<file path="src/rtl/blink_interval_timer.sv">
`default_nettype none
// ============================================================================
// Module  : blink_interval_timer
// Purpose : Measures N time units (PRESCALE clocks each) on request from the
//           LED blinking state machine and returns a one-cycle enable pulse.
// Rev     : 1.0  initial release
// ============================================================================
module blink_interval_timer #(
  parameter int PRESCALE = 50_000_000,
  parameter int PS_W     = $clog2(PRESCALE)
) (
  input  logic       i_clk,
  input  logic       i_rst,
  input  logic       i_flag_counter,
  input  logic [2:0] i_count_ena,
  output logic       o_enable,
  output logic       o_busy,
  output logic       o_tick,
  output logic [2:0] o_elapsed
);

  localparam logic [1:0]      c_IDLE    = 2'd0;
  localparam logic [1:0]      c_COUNT   = 2'd1;
  localparam logic [1:0]      c_DONE    = 2'd2;
  localparam logic [PS_W-1:0] c_PS_LAST = PS_W'(PRESCALE - 1);

  logic [1:0]      r_state;
  logic [1:0]      w_next_state;
  logic [PS_W-1:0] r_ps;
  logic [2:0]      r_unit;
  logic [2:0]      r_prev_ena;
  logic            r_was_count;
  logic            r_enable;
  logic            r_busy;
  logic            r_tick;

  logic            w_req;
  logic            w_wrap;
  logic            w_terminal;
  logic            w_restart;
  logic            w_enable_d;
  logic            w_busy_d;
  logic            w_tick_d;

  assign w_req      = i_flag_counter && (i_count_ena != 3'd0);
  assign w_wrap     = (r_ps == c_PS_LAST);
  assign w_terminal = w_wrap && (r_unit == (i_count_ena - 3'd1));
  // The first COUNT cycle has r_was_count low, so a length change made right
  // after a pulse does not restart the interval.
  assign w_restart  = r_was_count && (i_count_ena != r_prev_ena);

  // State register and registered outputs
  always_ff @(posedge i_clk or posedge i_rst) begin
    if (i_rst) begin
      r_state     <= c_IDLE;
      r_was_count <= 1'b0;
      r_enable    <= 1'b0;
      r_busy      <= 1'b0;
      r_tick      <= 1'b0;
    end else begin
      r_state     <= w_next_state;
      r_was_count <= (r_state == c_COUNT);
      r_enable    <= w_enable_d;
      r_busy      <= w_busy_d;
      r_tick      <= w_tick_d;
    end
  end

  // Next-state logic: flag drop / zero request beats restart, restart beats terminal
  always_comb begin
    w_next_state = r_state;
    case (r_state)
      c_IDLE:  if (w_req) w_next_state = c_COUNT;
      c_COUNT: begin
        if (!w_req)          w_next_state = c_IDLE;
        else if (w_restart)  w_next_state = c_COUNT;
        else if (w_terminal) w_next_state = c_DONE;
        else                 w_next_state = c_COUNT;
      end
      c_DONE:  w_next_state = w_req ? c_COUNT : c_IDLE;
      default: w_next_state = c_IDLE;
    endcase
  end

  // Output decode, registered in the state process
  always_comb begin
    w_enable_d = (w_next_state == c_DONE);
    w_busy_d   = (w_next_state == c_COUNT);
    w_tick_d   = (r_state == c_COUNT) && w_req && !w_restart && w_wrap;
  end

  // Prescaler and unit counter
  always_ff @(posedge i_clk or posedge i_rst) begin
    if (i_rst) begin
      r_ps       <= '0;
      r_unit     <= 3'd0;
      r_prev_ena <= 3'd0;
    end else begin
      r_prev_ena <= (r_state == c_IDLE) ? 3'd0 : i_count_ena;
      if ((r_state == c_COUNT) && (w_next_state == c_COUNT) && !w_restart) begin
        if (w_wrap) begin
          r_ps   <= '0;
          r_unit <= r_unit + 3'd1;
        end else begin
          r_ps   <= r_ps + PS_W'(1);
        end
      end else begin
        r_ps   <= '0;
        r_unit <= 3'd0;
      end
    end
  end

  assign o_enable  = r_enable;
  assign o_busy    = r_busy;
  assign o_tick    = r_tick;
  assign o_elapsed = r_unit;

endmodule
`default_nettype wire

</file>
<file path="config.mk">
export PLATFORM = sky130hd
export DESIGN_NAME = blink_interval_timer
export DESIGN_NICKNAME = d
export VERILOG_FILES = /design/src/rtl/blink_interval_timer.sv
export SDC_FILE = /design/constraint.sdc
export NUM_CORES = 1
export LEC_CHECK = 0
export CAP_MARGIN = 10
export CORE_MARGIN = 5
export CORE_UTILIZATION = 30
export CTS_BUF_LIST = sky130_fd_sc_hd__clkbuf_8 sky130_fd_sc_hd__clkbuf_16
export DETAILED_ROUTE_END_ITERATION = 8
export PLACE_DENSITY_LB_ADDON = 0.15
export SLEW_MARGIN = 20
export SYNTH_ARGS = -nofsm -noshare
export SYNTH_HDL_FRONTEND = slang
export SYNTH_SLANG_ARGS = --single-unit
</file>
<file path="constraint.sdc">
create_clock -name i_clk -period 1.7 [get_ports i_clk]
set_input_delay 0.255 -clock i_clk [delete_from_list [all_inputs] [get_ports i_clk]]
set_output_delay 0.255 -clock i_clk [all_outputs]
set_load 0.05 [all_outputs]
</file>
==> tab_implementation.tex, run 1 <==
\begin{tabular}{lr}
\hline
Metric & Value \\
\hline
\multicolumn{2}{l}{\textbf{Logic synthesis}} \\
\quad Sequential fraction of the synthesis area & 48.6\% \\
\quad Post-Syn Nets & 196 \\
\quad Average size of a mapped cell & 10.5 sq um \\
\quad Post-synth top flop & sky130\_fd\_sc\_hd\_\_dfrtp\_1 \\
\quad Area fraction of the dominant cell type after synthesis & 48.6\% \\
\quad Largest cells by area after synthesis & sky130\_fd\_sc\_hd\_\_dfrtp\_1 (49\%), sky130\_fd\_sc\_hd\_\_xor2\_1 (9.4\%), sky130\_fd\_sc\_hd\_\_nor2\_1 (5.2\%), sky130\_fd\_sc\_hd\_\_xnor2\_1 (3.1\%), sky130\_fd\_sc\_hd\_\_nand2\_1 (2.7\%) \\
\quad Count of yosys warnings during synthesis & 0 \\
\quad Unique cell type count in the Yosys netlist & 35 \\
\quad EDFF count, synth & 0 \\
\quad Share of synthesized registers carrying an async set or reset & 100\% \\
\quad Synth area leader & sky130\_fd\_sc\_hd\_\_dfrtp\_1 \\
\quad Flop and latch count out of synthesis & 38 \\
\quad Combined area of all synthesized cells & 1960 sq um \\
\quad Synth Instances & 186 \\
\multicolumn{2}{l}{\textbf{STA}} \\
\quad Setup violators final & 0 \\
\quad Time the final worst path needs with I/O delays and setup & 1.70 ns \\
\quad Max transition margin & 76.3\% \\
\quad Fin crit share & 99.7\% \\
\quad Least setup slack across all paths after layout & 0.00478 ns \\
\quad Worst clock skew & 0.00268 ns \\
\quad Worst Max-Slew Pin Slew & 0.355 ns \\
\quad Number of slew-limit violations in the final report & 0 \\
\quad Setup repair after global routing missed its margin & yes \\
\quad Number of failing hold endpoints at the final stage & 0 \\
\quad Max frequency & 590 MHz \\
\quad Post-Route Hold Slack & 0.332 ns \\
\multicolumn{2}{l}{\textbf{Critical path}} \\
\quad Max stage delay cell, worst path & sky130\_fd\_sc\_hd\_\_or3b\_1 \\
\quad Worst endpoint data arrival time & 1.91 ns \\
\quad Worst Path Buf+Inv & 0 \\
\quad Register-to-register setup slack & 0.005 ns \\
\quad Max Fanout on Critical Path & 6 \\
\quad Startpoint types & flip-flop \\
\quad Type of the worst setup path & flip-flop to flip-flop \\
\quad Number of cell instances on the worst register-to-register path & 5 \\
\quad Capturing element type of the critical path & flip-flop \\
\quad List of cells traversed by the critical path & nor4bb\_1 > and4\_4 > nand3\_4 > or3b\_1 > a21oi\_2 \\
\quad Reg-to-Reg End & o\_elapsed[1] \\
\quad Kind of cell with the highest combined delay on the critical path & simple AND/OR/NAND/NOR gates \\
\quad Data required time at the worst endpoint & 1.92 ns \\
\quad Reg-to-reg startpoint & r\_ps[8] \\
\quad Max stage delay on crit path & 0.39 ns \\
\multicolumn{2}{l}{\textbf{Global routing}} \\
\quad Maximum number of pins on one net before global-route repair & 39 \\
\quad Vias in the first global route & 1460 \\
\quad Antenna violations before repair & 0 \\
\quad Overall overflow remaining after global route & 0 \\
\quad First-pass GRT wire length & 6890 microns \\
\quad Tot GR Track Use & 10.3\% \\
\multicolumn{2}{l}{\textbf{Clocking}} \\
\quad Insertion delay of the later-clocked pin in the worst-skew pair & 0.28 ns \\
\quad Clock Path Buffers & 2 \\
\quad Root Buffer & sky130\_fd\_sc\_hd\_\_clkbuf\_8 \\
\quad \# H-tree levels & 2 \\
\quad TritonCTS buffer count & 5 \\
\quad Clk slew on worst S/H paths & 0.07 ns \\
\quad Clk sinks & 38 \\
\quad TritonCTS clock tree & done \\
\multicolumn{2}{l}{\textbf{Power and ir drop}} \\
\quad IR drop worst, VDD & 319 uV \\
\quad Fraction of power spent switching nets & 23.3\% \\
\quad Comb pwr share & 8.7\% \\
\quad Relative contribution of sequential cells to total power & 56.8\% \\
\quad P\_sw & 377 uW \\
\quad Internal Pwr Total & 1.24 mW \\
\quad Power density of the placed cells & 642 nW/um\^{}2 \\
\quad Share of power burned in the clock network & 34.6\% \\
\quad Reported leakage power & 1.15 nW \\
\multicolumn{2}{l}{\textbf{Placed design}} \\
\quad Final HPWL from detailed placement & 2780 microns \\
\quad Number of input and output port buffers inserted & 11 \\
\quad Dpl ws & -0.461 ns \\
\quad Routability cong. & 0.713 \\
\quad Placed Instances & 301 \\
\quad Cell area after placement & 2360 sq um \\
\multicolumn{2}{l}{\textbf{Die}} \\
\quad Area enclosed by the die boundary & 8240 sq um \\
\quad Number of top-level design ports & 12 \\
\quad Starting Density & 30.8\% \\
\quad Die width & 90.8 microns \\
\quad CORE AREA & 6350 sq um \\
\quad Die Span Y & 90.8 microns \\
\quad Placement Rows & 29 \\
\multicolumn{2}{l}{\textbf{Layout}} \\
\quad Register Area & 952 sq um \\
\quad Synth-to-Final Area Change & 29.0\% \\
\quad Ant diodes & 0 \\
\quad Final layout net count & 244 \\
\quad Finished layout cell area & 2520 sq um \\
\quad Area taken by multi-input logic gates & 1020 sq um \\
\quad Finished Core Util & 39.7\% \\
\quad Share of post-route cells with drive strength above 1 & 31.6\% \\
\quad Final Instance Count excl. Fillers & 311 \\
\quad Total of fill cells in the finished design & 625 \\
\multicolumn{2}{l}{\textbf{Hold path}} \\
\quad Hold Crit Class & primary input to asynchronous set/reset pin \\
\multicolumn{2}{l}{\textbf{Detailed routing}} \\
\quad Via-per-instance ratio & 4.65 \\
\quad Total met2 wirelength after detailed routing & 1920 microns \\
\quad First-pass iteration count of the detailed router & 4 \\
\quad 1st-iter DRT viols & 53 \\
\quad Post-detailed-route DRC marker count & 0 \\
\quad Post-detailed-routing wire length & 3910 microns \\
\quad Routed WL per cell & 12.6 microns \\
\quad Vias after detailed routing & 1447 \\
\quad Met3 routed wirelength & 111 microns \\
\quad Highest routed metal layer & met4 \\
\quad Final ANT Viol Nets & 0 \\
\quad Routed met1 length & 1860 microns \\
\multicolumn{2}{l}{\textbf{Status}} \\
\quad Result of the run & completed \\
\multicolumn{2}{l}{\textbf{Flow run}} \\
\quad Number of maximum-capacitance constraint violations & 0 \\
\hline
\end{tabular}
[layout by cell type (no fill, tap or decap), types with 7 or more instances in the layout]
| cell type | synthesis | layout |
|---|---|---|
| sky130_fd_sc_hd__buf_4 | 0 | 39 |
| sky130_fd_sc_hd__dfrtp_1 | 38 | 37 |
| sky130_fd_sc_hd__nor2_1 | 27 | 26 |
| sky130_fd_sc_hd__xor2_1 | 21 | 21 |
| sky130_fd_sc_hd__nand2_1 | 14 | 14 |
| sky130_fd_sc_hd__nand4_1 | 8 | 8 |
| sky130_fd_sc_hd__nor2_2 | 7 | 8 |
| sky130_fd_sc_hd__inv_1 | 6 | 7 |
| sky130_fd_sc_hd__xnor2_1 | 7 | 7 |
| sky130_fd_sc_hd__and3_1 | 7 | 7 |
[cells by family after synthesis]
family / Yosys count / share of synthesized area [%]
AND/OR/NAND/NOR: 95 / 26.9
flip-flops: 38 / 48.6
XOR/XNOR: 29 / 13.7
buffers and inverters: 10 / 3.26
AO/OA/AOI/OAI: 8 / 3.90
adder cells (fa/ha/maj): 4 / 2.56
multiplexers: 2 / 1.02
[metrics by stage]
step                setup TNS (ns)  power (mW)
floorplan                        0        1.02
global placement            -11.50        1.07
detailed placement          -12.03        1.07
CTS                       -0.00453        1.65
global route                 -1.20        1.71
finish                           0        1.62
[synth_stat cells (2+ instances only)]
cell,count
sky130_fd_sc_hd__buf_6,2
sky130_fd_sc_hd__xor2_1,21
sky130_fd_sc_hd__xnor2_1,7
sky130_fd_sc_hd__inv_1,6
sky130_fd_sc_hd__nand4_1,8
sky130_fd_sc_hd__and3_1,7
sky130_fd_sc_hd__dfrtp_1,38
sky130_fd_sc_hd__nor2_2,7
sky130_fd_sc_hd__nor3_1,7
sky130_fd_sc_hd__and4_1,6
sky130_fd_sc_hd__nor4b_1,2
sky130_fd_sc_hd__and2_1,3
sky130_fd_sc_hd__a211oi_1,2
sky130_fd_sc_hd__nand3_1,5
sky130_fd_sc_hd__mux2i_1,2
sky130_fd_sc_hd__nor2_1,27
sky130_fd_sc_hd__ha_1,4
sky130_fd_sc_hd__nor2b_1,2
sky130_fd_sc_hd__nand2_1,14
[routing by layer]
metal / vias up / track usage (%)
li1: 729 / -
met1: 705 / 13.3
met2: 11 / 16.1
met3: 2 / 3.58
met4: 0 / 3.35
met5: - / 0
[power by group through the flow]
stage	sequential, mW	clock [mW]	combinational (mW)
4_1_cts	0.919	0.598	0.133
6_report	0.920	0.560	0.140
3_3_place_gp	0.937	0	0.135
5_1_grt	0.921	0.636	0.157
2_1_floorplan	0.942	0	0.0761
3_5_place_dp	0.937	0	0.134
[worst max path at each step]
| stage | startpoint | endpoint | depth (start not counted) |
|---|---|---|---|
| 6_report | r_ps[8] | o_elapsed[1] | 5 |
| 5_1_grt | r_prev_ena[1] | r_ps[3] | 5 |
| 4_1_cts | r_ps[8] | o_elapsed[1] | 5 |
| 3_5_place_dp | i_count_ena[0] | o_busy | 7 |
| 3_3_place_gp | i_count_ena[0] | o_busy | 7 |
| 2_1_floorplan | r_ps[0] | o_elapsed[1] | 6 |
[cell type report]
type / count / area share, %
Timing Repair Buffer: 45 / 14.2
Clock buffer: 5 / 2.73
Sequential cell: 38 / 37.7
Clock inverter: 2 / 0.297
Tap cell: 77 / 3.82
Multi-Input combinational cell: 138 / 40.3
Inverter: 6 / 0.892
[tightest hold or removal path: stages]
cell and delay [ns]:
sky130_fd_sc_hd__clkdlybuf4s50_1 0.40, sky130_fd_sc_hd__inv_1 0.09, sky130_fd_sc_hd__buf_12 0.23
[sequential cells by signal, indices dropped and copies added, names as in the netlist]
register	count
r_state	2
o_busy	1
r_was_count	1
o_enable	1
r_ps	26
o_elapsed	3
o_tick	1
r_prev_ena	3
[timing repair]
item / 4_1_cts / 5_1_grt
setup endpoints to repair: 32 / 30
pin swaps: 4 / 13
setup buffers: 1 / 2
hold buffers: 0 / 0
resized for setup: 8 / 14
(Power assumes the default switching activity.)
==> run 2: changes to the inputs <==
CORE_UTILIZATION = 45   (was 30)
GPL_ROUTABILITY_DRIVEN = 0   (was not set)
==> run 2 against run 1 <==
  * The run now ends with setup timing left
  * Setup slack got worse by 0.0089 ns
  * Hold slack got worse by 0.061 ns
  * Combinational power decreased by 4%
  * Largest cell class unchanged
==> tab_implementation.tex, run 2 (synthesis results as in run 1) <==
\begin{tabular}{lr}
\hline
Metric & Value \\
\hline
\multicolumn{2}{l}{\textbf{Status}} \\
\quad Result of the run & finished with violations (was completed) \\
\quad Failing checks & setup timing \\
\multicolumn{2}{l}{\textbf{Layout}} \\
\quad Most common cell after layout, fill and taps aside & sky130\_fd\_sc\_hd\_\_buf\_4 (unchanged) \\
\quad Final layout net count & 244 (unchanged) \\
\quad Area taken by multi-input logic gates & 1000 sq um (was 1020 sq um) \\
\quad Synth-to-Final Area Change & 27.0\% (was 29.0\%) \\
\quad Leading cell types in the layout, fill and taps excluded & sky130\_fd\_sc\_hd\_\_buf\_4 (40), sky130\_fd\_sc\_hd\_\_dfrtp\_1 (37), sky130\_fd\_sc\_hd\_\_nor2\_1 (26) (was sky130\_fd\_sc\_hd\_\_buf\_4 (39), sky130\_fd\_sc\_hd\_\_dfrtp\_1 (37), sky130\_fd\_sc\_hd\_\_nor2\_1 (26)) \\
\quad Ant diodes & 0 (unchanged) \\
\quad Share of post-route cells with drive strength above 1 & 32.8\% (was 31.6\%) \\
\quad Max FFs per register & 26 (unchanged) \\
\quad Total of fill cells in the finished design & 380 (was 625) \\
\quad Largest register by flop count & r\_ps (unchanged) \\
\quad Register Area & 952 sq um (unchanged) \\
\multicolumn{2}{l}{\textbf{Die}} \\
\quad Starting Density & 45.6\% (was 30.8\%) \\
\quad Placement Rows & 24 (was 29) \\
\quad CORE AREA & 4290 sq um (was 6350 sq um) \\
\quad Number of top-level design ports & 12 (unchanged) \\
\quad Die width & 75.9 microns (was 90.8 microns) \\
\quad Die Span Y & 75.9 microns (was 90.8 microns) \\
\quad Area enclosed by the die boundary & 5770 sq um (was 8240 sq um) \\
\multicolumn{2}{l}{\textbf{Detailed routing}} \\
\quad Via-per-instance ratio & 5.20 (was 4.65) \\
\quad Vias after detailed routing & 1491 (was 1447) \\
\quad Final ANT Viol Nets & 0 (unchanged) \\
\quad 1st-iter DRT viols & 69 (was 53) \\
\quad Post-detailed-routing wire length & 3940 microns (was 3910 microns) \\
\quad Routed WL per cell & 13.7 microns (was 12.6 microns) \\
\quad First-pass iteration count of the detailed router & 5 (was 4) \\
\quad Post-detailed-route DRC marker count & 0 (unchanged) \\
\multicolumn{2}{l}{\textbf{Power and ir drop}} \\
\quad Internal Pwr Total & 1.29 mW (was 1.24 mW) \\
\quad Power density of the placed cells & 685 nW/um\^{}2 (was 642 nW/um\^{}2) \\
\quad Share of power burned in the clock network & 38.1\% (was 34.6\%) \\
\quad Fraction of power spent switching nets & 24.0\% (was 23.3\%) \\
\quad Comb pwr share & 7.9\% (was 8.7\%) \\
\quad Reported leakage power & 1.14 nW (was 1.15 nW) \\
\quad Relative contribution of sequential cells to total power & 54.0\% (was 56.8\%) \\
\quad P\_sw & 408 uW (was 377 uW) \\
\quad IR drop worst, VDD & 406 uV (was 319 uV) \\
\multicolumn{2}{l}{\textbf{Clocking}} \\
\quad \# H-tree levels & 2 (unchanged) \\
\quad TritonCTS buffer count & 5 (unchanged) \\
\quad Clock Path Buffers & 2 (unchanged) \\
\quad Insertion delay of the later-clocked pin in the worst-skew pair & 0.29 ns (was 0.28 ns) \\
\quad Root Buffer & sky130\_fd\_sc\_hd\_\_clkbuf\_8 (unchanged) \\
\quad Clk sinks & 38 (unchanged) \\
\quad Total of hold buffers inserted after clock tree synthesis & 0 (unchanged) \\
\quad Clk slew on worst S/H paths & 0.08 ns (was 0.07 ns) \\
\quad TritonCTS clock tree & done (unchanged) \\
\multicolumn{2}{l}{\textbf{Global routing}} \\
\quad Vias in the first global route & 1528 (was 1460) \\
\quad Overall overflow remaining after global route & 0 (unchanged) \\
\quad Tot GR Track Use & 14.8\% (was 10.3\%) \\
\quad Maximum number of pins on one net before global-route repair & 27 (was 39) \\
\quad First-pass GRT wire length & 6980 microns (was 6890 microns) \\
\quad Antenna violations before repair & 0 (unchanged) \\
\multicolumn{2}{l}{\textbf{STA}} \\
\quad Number of slew-limit violations in the final report & 0 (unchanged) \\
\quad Time the final worst path needs with I/O delays and setup & 1.70 ns (about the same) \\
\quad Setup repair after global routing missed its margin & yes (unchanged) \\
\quad Setup TNS after final layout & -0.00408 ns (was 0 ns) \\
\quad Setup violators final & 1 (was 0) \\
\quad Fin crit share & 100\% (was 99.7\%) \\
\quad Least setup slack across all paths after layout & -0.00408 ns (was 0.00478 ns) \\
\quad Post-Route Hold Slack & 0.271 ns (was 0.332 ns) \\
\quad Max frequency & 587 MHz (was 590 MHz) \\
\quad Max transition margin & 76.4\% (was 76.3\%) \\
\quad Worst clock skew & 0.00658 ns (was 0.00268 ns) \\
\quad Number of failing hold endpoints at the final stage & 0 (unchanged) \\
\quad Worst Max-Slew Pin Slew & 0.354 ns (was 0.355 ns) \\
\multicolumn{2}{l}{\textbf{Critical path}} \\
\quad Data required time at the worst endpoint & 1.92 ns (about the same) \\
\quad Max Fanout on Critical Path & 6 (unchanged) \\
\quad Type of the worst setup path & flip-flop to flip-flop (unchanged) \\
\quad Max stage delay on crit path & 0.40 ns (was 0.39 ns) \\
\quad Capturing element type of the critical path & flip-flop (unchanged) \\
\quad Worst endpoint data arrival time & 1.93 ns (was 1.91 ns) \\
\quad Max stage delay cell, worst path & sky130\_fd\_sc\_hd\_\_dfrtp\_1 (was sky130\_fd\_sc\_hd\_\_or3b\_1) \\
\quad Startpoint types & flip-flop (unchanged) \\
\quad List of cells traversed by the critical path & nor4b\_2 > and4\_4 > nand3\_4 > or3b\_4 > a21oi\_2 (was nor4bb\_1 > and4\_4 > nand3\_4 > or3b\_1 > a21oi\_2) \\
\multicolumn{2}{l}{\textbf{Placed design}} \\
\quad Final HPWL from detailed placement & 2840 microns (was 2780 microns) \\
\quad Number of input and output port buffers inserted & 11 (unchanged) \\
\multicolumn{2}{l}{\textbf{Hold path}} \\
\quad Hold Crit Class & primary input to asynchronous set/reset pin (unchanged) \\
\multicolumn{2}{l}{\textbf{Flow run}} \\
\quad Number of maximum-capacitance constraint violations & 0 (unchanged) \\
\hline
\end{tabular}
==> run 2: cell count changes in the layout (fill, tap and decap cells not counted), moves of 2 or more <==
cell,delta
sky130_fd_sc_hd__inv_1,-3
sky130_fd_sc_hd__nor3_2,-3
sky130_fd_sc_hd__and4_4,-2
sky130_fd_sc_hd__ha_1,-2
sky130_fd_sc_hd__ha_2,+2
sky130_fd_sc_hd__nor3_1,+2
==> run 2: final timing paths <==
check | from | to | slack (ns) | cells past startpoint
min in group i_clk | i_count_ena[0] | r_prev_ena[0] | 0.37 | 3
max | r_ps[11] | o_elapsed[1] | -0.004 | 5
min reg2reg | r_state[1] | r_state[0] | 0.51 | 1
max in group asynchronous | i_rst | r_ps[16] | 1.10 | 3
max reg2reg | r_ps[11] | o_elapsed[1] | -0.004 | 5
min | i_rst | o_tick | 0.27 | 3
==> run 2: through the flow <==
| step | instances | cell area, sq um | utilization, % | setup WS, ns | total power, mW |
|---|---|---|---|---|---|
| after floorplan | 186 | 1960 | - | 0.0467 | 1.02 |
| after global placement | 273 | 2290 | 53.3 | -0.377 | 1.06 |
| after detailed placement | 273 | 2290 | 53.3 | -0.409 | 1.06 |
| after CTS | 283 | 2440 | 56.8 | -0.00818 | 1.72 |
| after global routing | 287 | 2490 | 57.9 | -0.105 | 1.79 |
| final | 287 | 2490 | 57.9 | -0.00408 | 1.70 |
==> run 2: cell type report <==
class,count,area share [%]
Clock buffer,6,3.32
Clock inverter,2,0.503
Inverter,6,0.906
Multi-Input combinational cell,138,40.4
Sequential cell,38,38.3
Tap cell,52,2.62
Timing Repair Buffer,45,13.9
==> run 2: per-layer routing <==
| layer | share of wire [%] | vias up | track usage (%) |
|---|---|---|---|
| met4 | 2.1 | 0 | 6.94 |
| met2 | 49 | 16 | 23.4 |
| li1 | - | 733 | - |
| met1 | 46 | 732 | 19.5 |
| met5 | 0 | - | 0 |
| met3 | 2.6 | 10 | 2.73 |
==> run 2: power groups by stage <==
stage               Combinational (mW)  Sequential (mW)  Clock [mW]
finish                           0.134            0.919       0.649
global route                     0.149            0.920       0.719
floorplan                       0.0761            0.942           0
detailed placement               0.123            0.937           0
global placement                 0.119            0.937           0
CTS                              0.132            0.919       0.668
==> run 2: what timing repair did <==
| action | in CTS | in global routing |
|---|---|---|
| cloned | 0 | 0 |
| endpoints found under the setup margin | 32 | 32 |
| gates resized for setup | 15 | 6 |
| buffers inserted | 2 | 4 |
| pin swaps | 6 | 10 |
==> run 2: worst max-delay path: cells and delay by family, from the launching register on <==
kind / cells / cell delay, ns
flip-flops: 1 / 0.40
AND/OR/NAND/NOR: 4 / 1.11
AO/OA/AOI/OAI: 1 / 0.13
==> run 3: changes to the inputs <==
CAP_MARGIN = 30   (was 10)
SKIP_CTS_REPAIR_TIMING = 1   (was not set)
==> run 3 against run 2 <==
  * The flow now finishes without violations
  * Global-route usage is 0.30 points lower
  * Fmax is 0.36% higher
  * Setup slack better by 0.0061 ns
  * Hold slack got worse by 0.016 ns
  * Clock skew increased by 0.0016 ns
  * Critical endpoint unchanged
  * Largest cell class unchanged
  * Largest power group unchanged
  * Highest routed layer unchanged
==> tab_implementation.tex, run 3 (synthesis results as in run 1) <==
\begin{tabular}{lr}
\hline
Metric & Value \\
\hline
\multicolumn{2}{l}{\textbf{Status}} \\
\quad Result of the run & completed (was finished with violations) \\
\multicolumn{2}{l}{\textbf{STA}} \\
\quad Post-Route Hold Slack & 0.255 ns (was 0.271 ns) \\
\quad Setup violators final & 0 (was 1) \\
\quad Max transition margin & 77.3\% (was 76.4\%) \\
\quad Worst clock skew & 0.00823 ns (was 0.00658 ns) \\
\quad Number of failing hold endpoints at the final stage & 0 (unchanged) \\
\quad Time the final worst path needs with I/O delays and setup & 1.70 ns (about the same) \\
\quad Number of slew-limit violations in the final report & 0 (unchanged) \\
\quad Worst Max-Slew Pin Slew & 0.340 ns (was 0.354 ns) \\
\quad Setup repair after global routing missed its margin & yes (unchanged) \\
\quad Fin crit share & 99.9\% (was 100\%) \\
\quad Max frequency & 589 MHz (was 587 MHz) \\
\multicolumn{2}{l}{\textbf{Hold path}} \\
\quad Cell depth of the worst hold path & 3 \\
\quad Hold Crit Class & primary input to flip-flop (was primary input to asynchronous set/reset pin) \\
\quad Worst Hold Path EP & r\_prev\_ena[0] \\
\quad Hold Path Origin & i\_count\_ena[0] \\
\multicolumn{2}{l}{\textbf{Layout}} \\
\quad Max FFs per register & 26 (unchanged) \\
\quad Leading cell types in the layout, fill and taps excluded & sky130\_fd\_sc\_hd\_\_buf\_4 (42), sky130\_fd\_sc\_hd\_\_dfrtp\_1 (37), sky130\_fd\_sc\_hd\_\_nor2\_1 (27) (was sky130\_fd\_sc\_hd\_\_buf\_4 (40), sky130\_fd\_sc\_hd\_\_dfrtp\_1 (37), sky130\_fd\_sc\_hd\_\_nor2\_1 (26)) \\
\quad Largest register by flop count & r\_ps (unchanged) \\
\quad Total of fill cells in the finished design & 360 (was 380) \\
\quad Final layout net count & 249 (was 244) \\
\quad Ant diodes & 0 (unchanged) \\
\quad Final Instance Count excl. Fillers & 292 (was 287) \\
\quad Share of post-route cells with drive strength above 1 & 35.0\% (was 32.8\%) \\
\quad Most common cell after layout, fill and taps aside & sky130\_fd\_sc\_hd\_\_buf\_4 (unchanged) \\
\quad Synth-to-Final Area Change & 31.9\% (was 27.0\%) \\
\multicolumn{2}{l}{\textbf{Critical path}} \\
\quad Data required time at the worst endpoint & 1.93 ns (was 1.92 ns) \\
\quad Startpoint types & flip-flop (unchanged) \\
\quad Max Fanout on Critical Path & 7 (was 6) \\
\quad List of cells traversed by the critical path & nor4b\_2 > and4\_4 > nand3\_4 > or3b\_4 > a21oi\_2 (unchanged) \\
\quad Type of the worst setup path & flip-flop to flip-flop (unchanged) \\
\quad Reg-to-reg startpoint & r\_ps[9] (was r\_ps[11]) \\
\quad Number of cell instances on the worst register-to-register path & 5 (unchanged) \\
\quad Register-to-register setup slack & 0.002 ns (was -0.004 ns) \\
\quad Worst endpoint data arrival time & 1.92 ns (was 1.93 ns) \\
\quad Capturing element type of the critical path & flip-flop (unchanged) \\
\quad Reg-to-Reg End & o\_elapsed[1] (unchanged) \\
\quad Max stage delay cell, worst path & sky130\_fd\_sc\_hd\_\_dfrtp\_1 (unchanged) \\
\quad Max stage delay on crit path & 0.40 ns (about the same) \\
\multicolumn{2}{l}{\textbf{Clocking}} \\
\quad Root Buffer & sky130\_fd\_sc\_hd\_\_clkbuf\_8 (unchanged) \\
\quad Insertion delay of the later-clocked pin in the worst-skew pair & 0.29 ns (about the same) \\
\quad \# H-tree levels & 2 (unchanged) \\
\quad Clock Path Buffers & 2 (unchanged) \\
\quad Clk sinks & 38 (unchanged) \\
\quad Clk slew on worst S/H paths & 0.08 ns (about the same) \\
\quad TritonCTS clock tree & done (unchanged) \\
\quad TritonCTS buffer count & 5 (unchanged) \\
\multicolumn{2}{l}{\textbf{Global routing}} \\
\quad First-pass GRT wire length & 6820 microns (was 6980 microns) \\
\quad Antenna violations before repair & 0 (unchanged) \\
\quad Maximum number of pins on one net before global-route repair & 27 (unchanged) \\
\quad Tot GR Track Use & 14.5\% (was 14.8\%) \\
\quad Vias in the first global route & 1503 (was 1528) \\
\quad Overall overflow remaining after global route & 0 (unchanged) \\
\multicolumn{2}{l}{\textbf{Detailed routing}} \\
\quad Vias after detailed routing & 1542 (was 1491) \\
\quad Routed WL per cell & 15.0 microns (was 13.7 microns) \\
\quad Post-detailed-route DRC marker count & 0 (unchanged) \\
\quad Via-per-instance ratio & 5.28 (was 5.20) \\
\quad 1st-iter DRT viols & 67 (was 69) \\
\quad Final ANT Viol Nets & 0 (unchanged) \\
\quad Post-detailed-routing wire length & 4390 microns (was 3940 microns) \\
\quad First-pass iteration count of the detailed router & 4 (was 5) \\
\multicolumn{2}{l}{\textbf{Power and ir drop}} \\
\quad PnR Total Power & 1.73 mW (was 1.70 mW) \\
\quad IR drop worst, VDD & 426 uV (was 406 uV) \\
\quad Reported leakage power & 1.21 nW (was 1.14 nW) \\
\quad Power density of the placed cells & 670 nW/um\^{}2 (was 685 nW/um\^{}2) \\
\multicolumn{2}{l}{\textbf{Flow run}} \\
\quad Number of maximum-capacitance constraint violations & 0 (unchanged) \\
\multicolumn{2}{l}{\textbf{Placed design}} \\
\quad Final HPWL from detailed placement & 2840 microns (unchanged) \\
\quad Placed Instances & 273 (unchanged) \\
\quad Number of input and output port buffers inserted & 11 (unchanged) \\
\multicolumn{2}{l}{\textbf{Die}} \\
\quad Die Span Y & 75.9 microns (unchanged) \\
\quad Area enclosed by the die boundary & 5770 sq um (unchanged) \\
\quad Placement Rows & 24 (unchanged) \\
\quad Starting Density & 45.6\% (unchanged) \\
\quad Die width & 75.9 microns (unchanged) \\
\quad Number of top-level design ports & 12 (unchanged) \\
\quad CORE AREA & 4290 sq um (unchanged) \\
\hline
\end{tabular}
-- run 3: worst max-delay path: cells and delay by family (launching register included) --
kind	cells	cell delay (ns)
AOI/OAI and AO/OA	1	0.13
and+or+nand+nor	4	1.11
DFF	1	0.40
-- run 3: cell type report --
class	count	area [sq um]	share of cell area, %
multi-input combinational	141	1070	41.6
sequential	38	952	36.9
timing repair buffer	47	373	14.4
clock buffer	6	82.6	3.20
clock inverter	2	12.5	0.485
tap	52	65.1	2.52
inverter	6	22.5	0.873
-- run 3: worst max path at each step --
| stage | to | from | slack (ns) |
|---|---|---|---|
| 2_1_floorplan | o_elapsed[1] | r_ps[0] | 0.05 |
| 3_3_place_gp | o_busy | i_count_ena[1] | -0.38 |
| 3_5_place_dp | r_state[0] | i_count_ena[1] | -0.41 |
| 4_1_cts | o_elapsed[1] | r_ps[9] | -0.11 |
| 5_1_grt | o_elapsed[1] | r_ps[0] | -0.07 |
| 6_report | o_elapsed[1] | r_ps[9] | 0.002 |
-- run 3: metrics by stage --
stage	instance area, sq um	setup slack, ns	setup TNS [ns]	utilization, %
after floorplan	1960	0.0467	0	-
after global placement	2290	-0.377	-10.44	53.3
after detailed placement	2290	-0.409	-11.57	53.3
after CTS	2380	-0.111	-1.90	55.5
after global routing	2580	-0.0720	-0.158	60.1
final	2580	0.00207	0	60.1
-- run 3: per-layer routing --
metal,global-route usage [%],part of all wire [%],vias to the layer above
li1,-,-,743
met1,19.3,46,766
met2,22.6,49,23
met3,2.73,2.5,10
met4,6.94,2.0,0
met5,0,0,-
-- run 3: power by group --
part	switching, mW	internal (mW)
logic	0.0889	0.0674
clock network	0.327	0.326
registers	0.00585	0.913
total	0.422	1.31
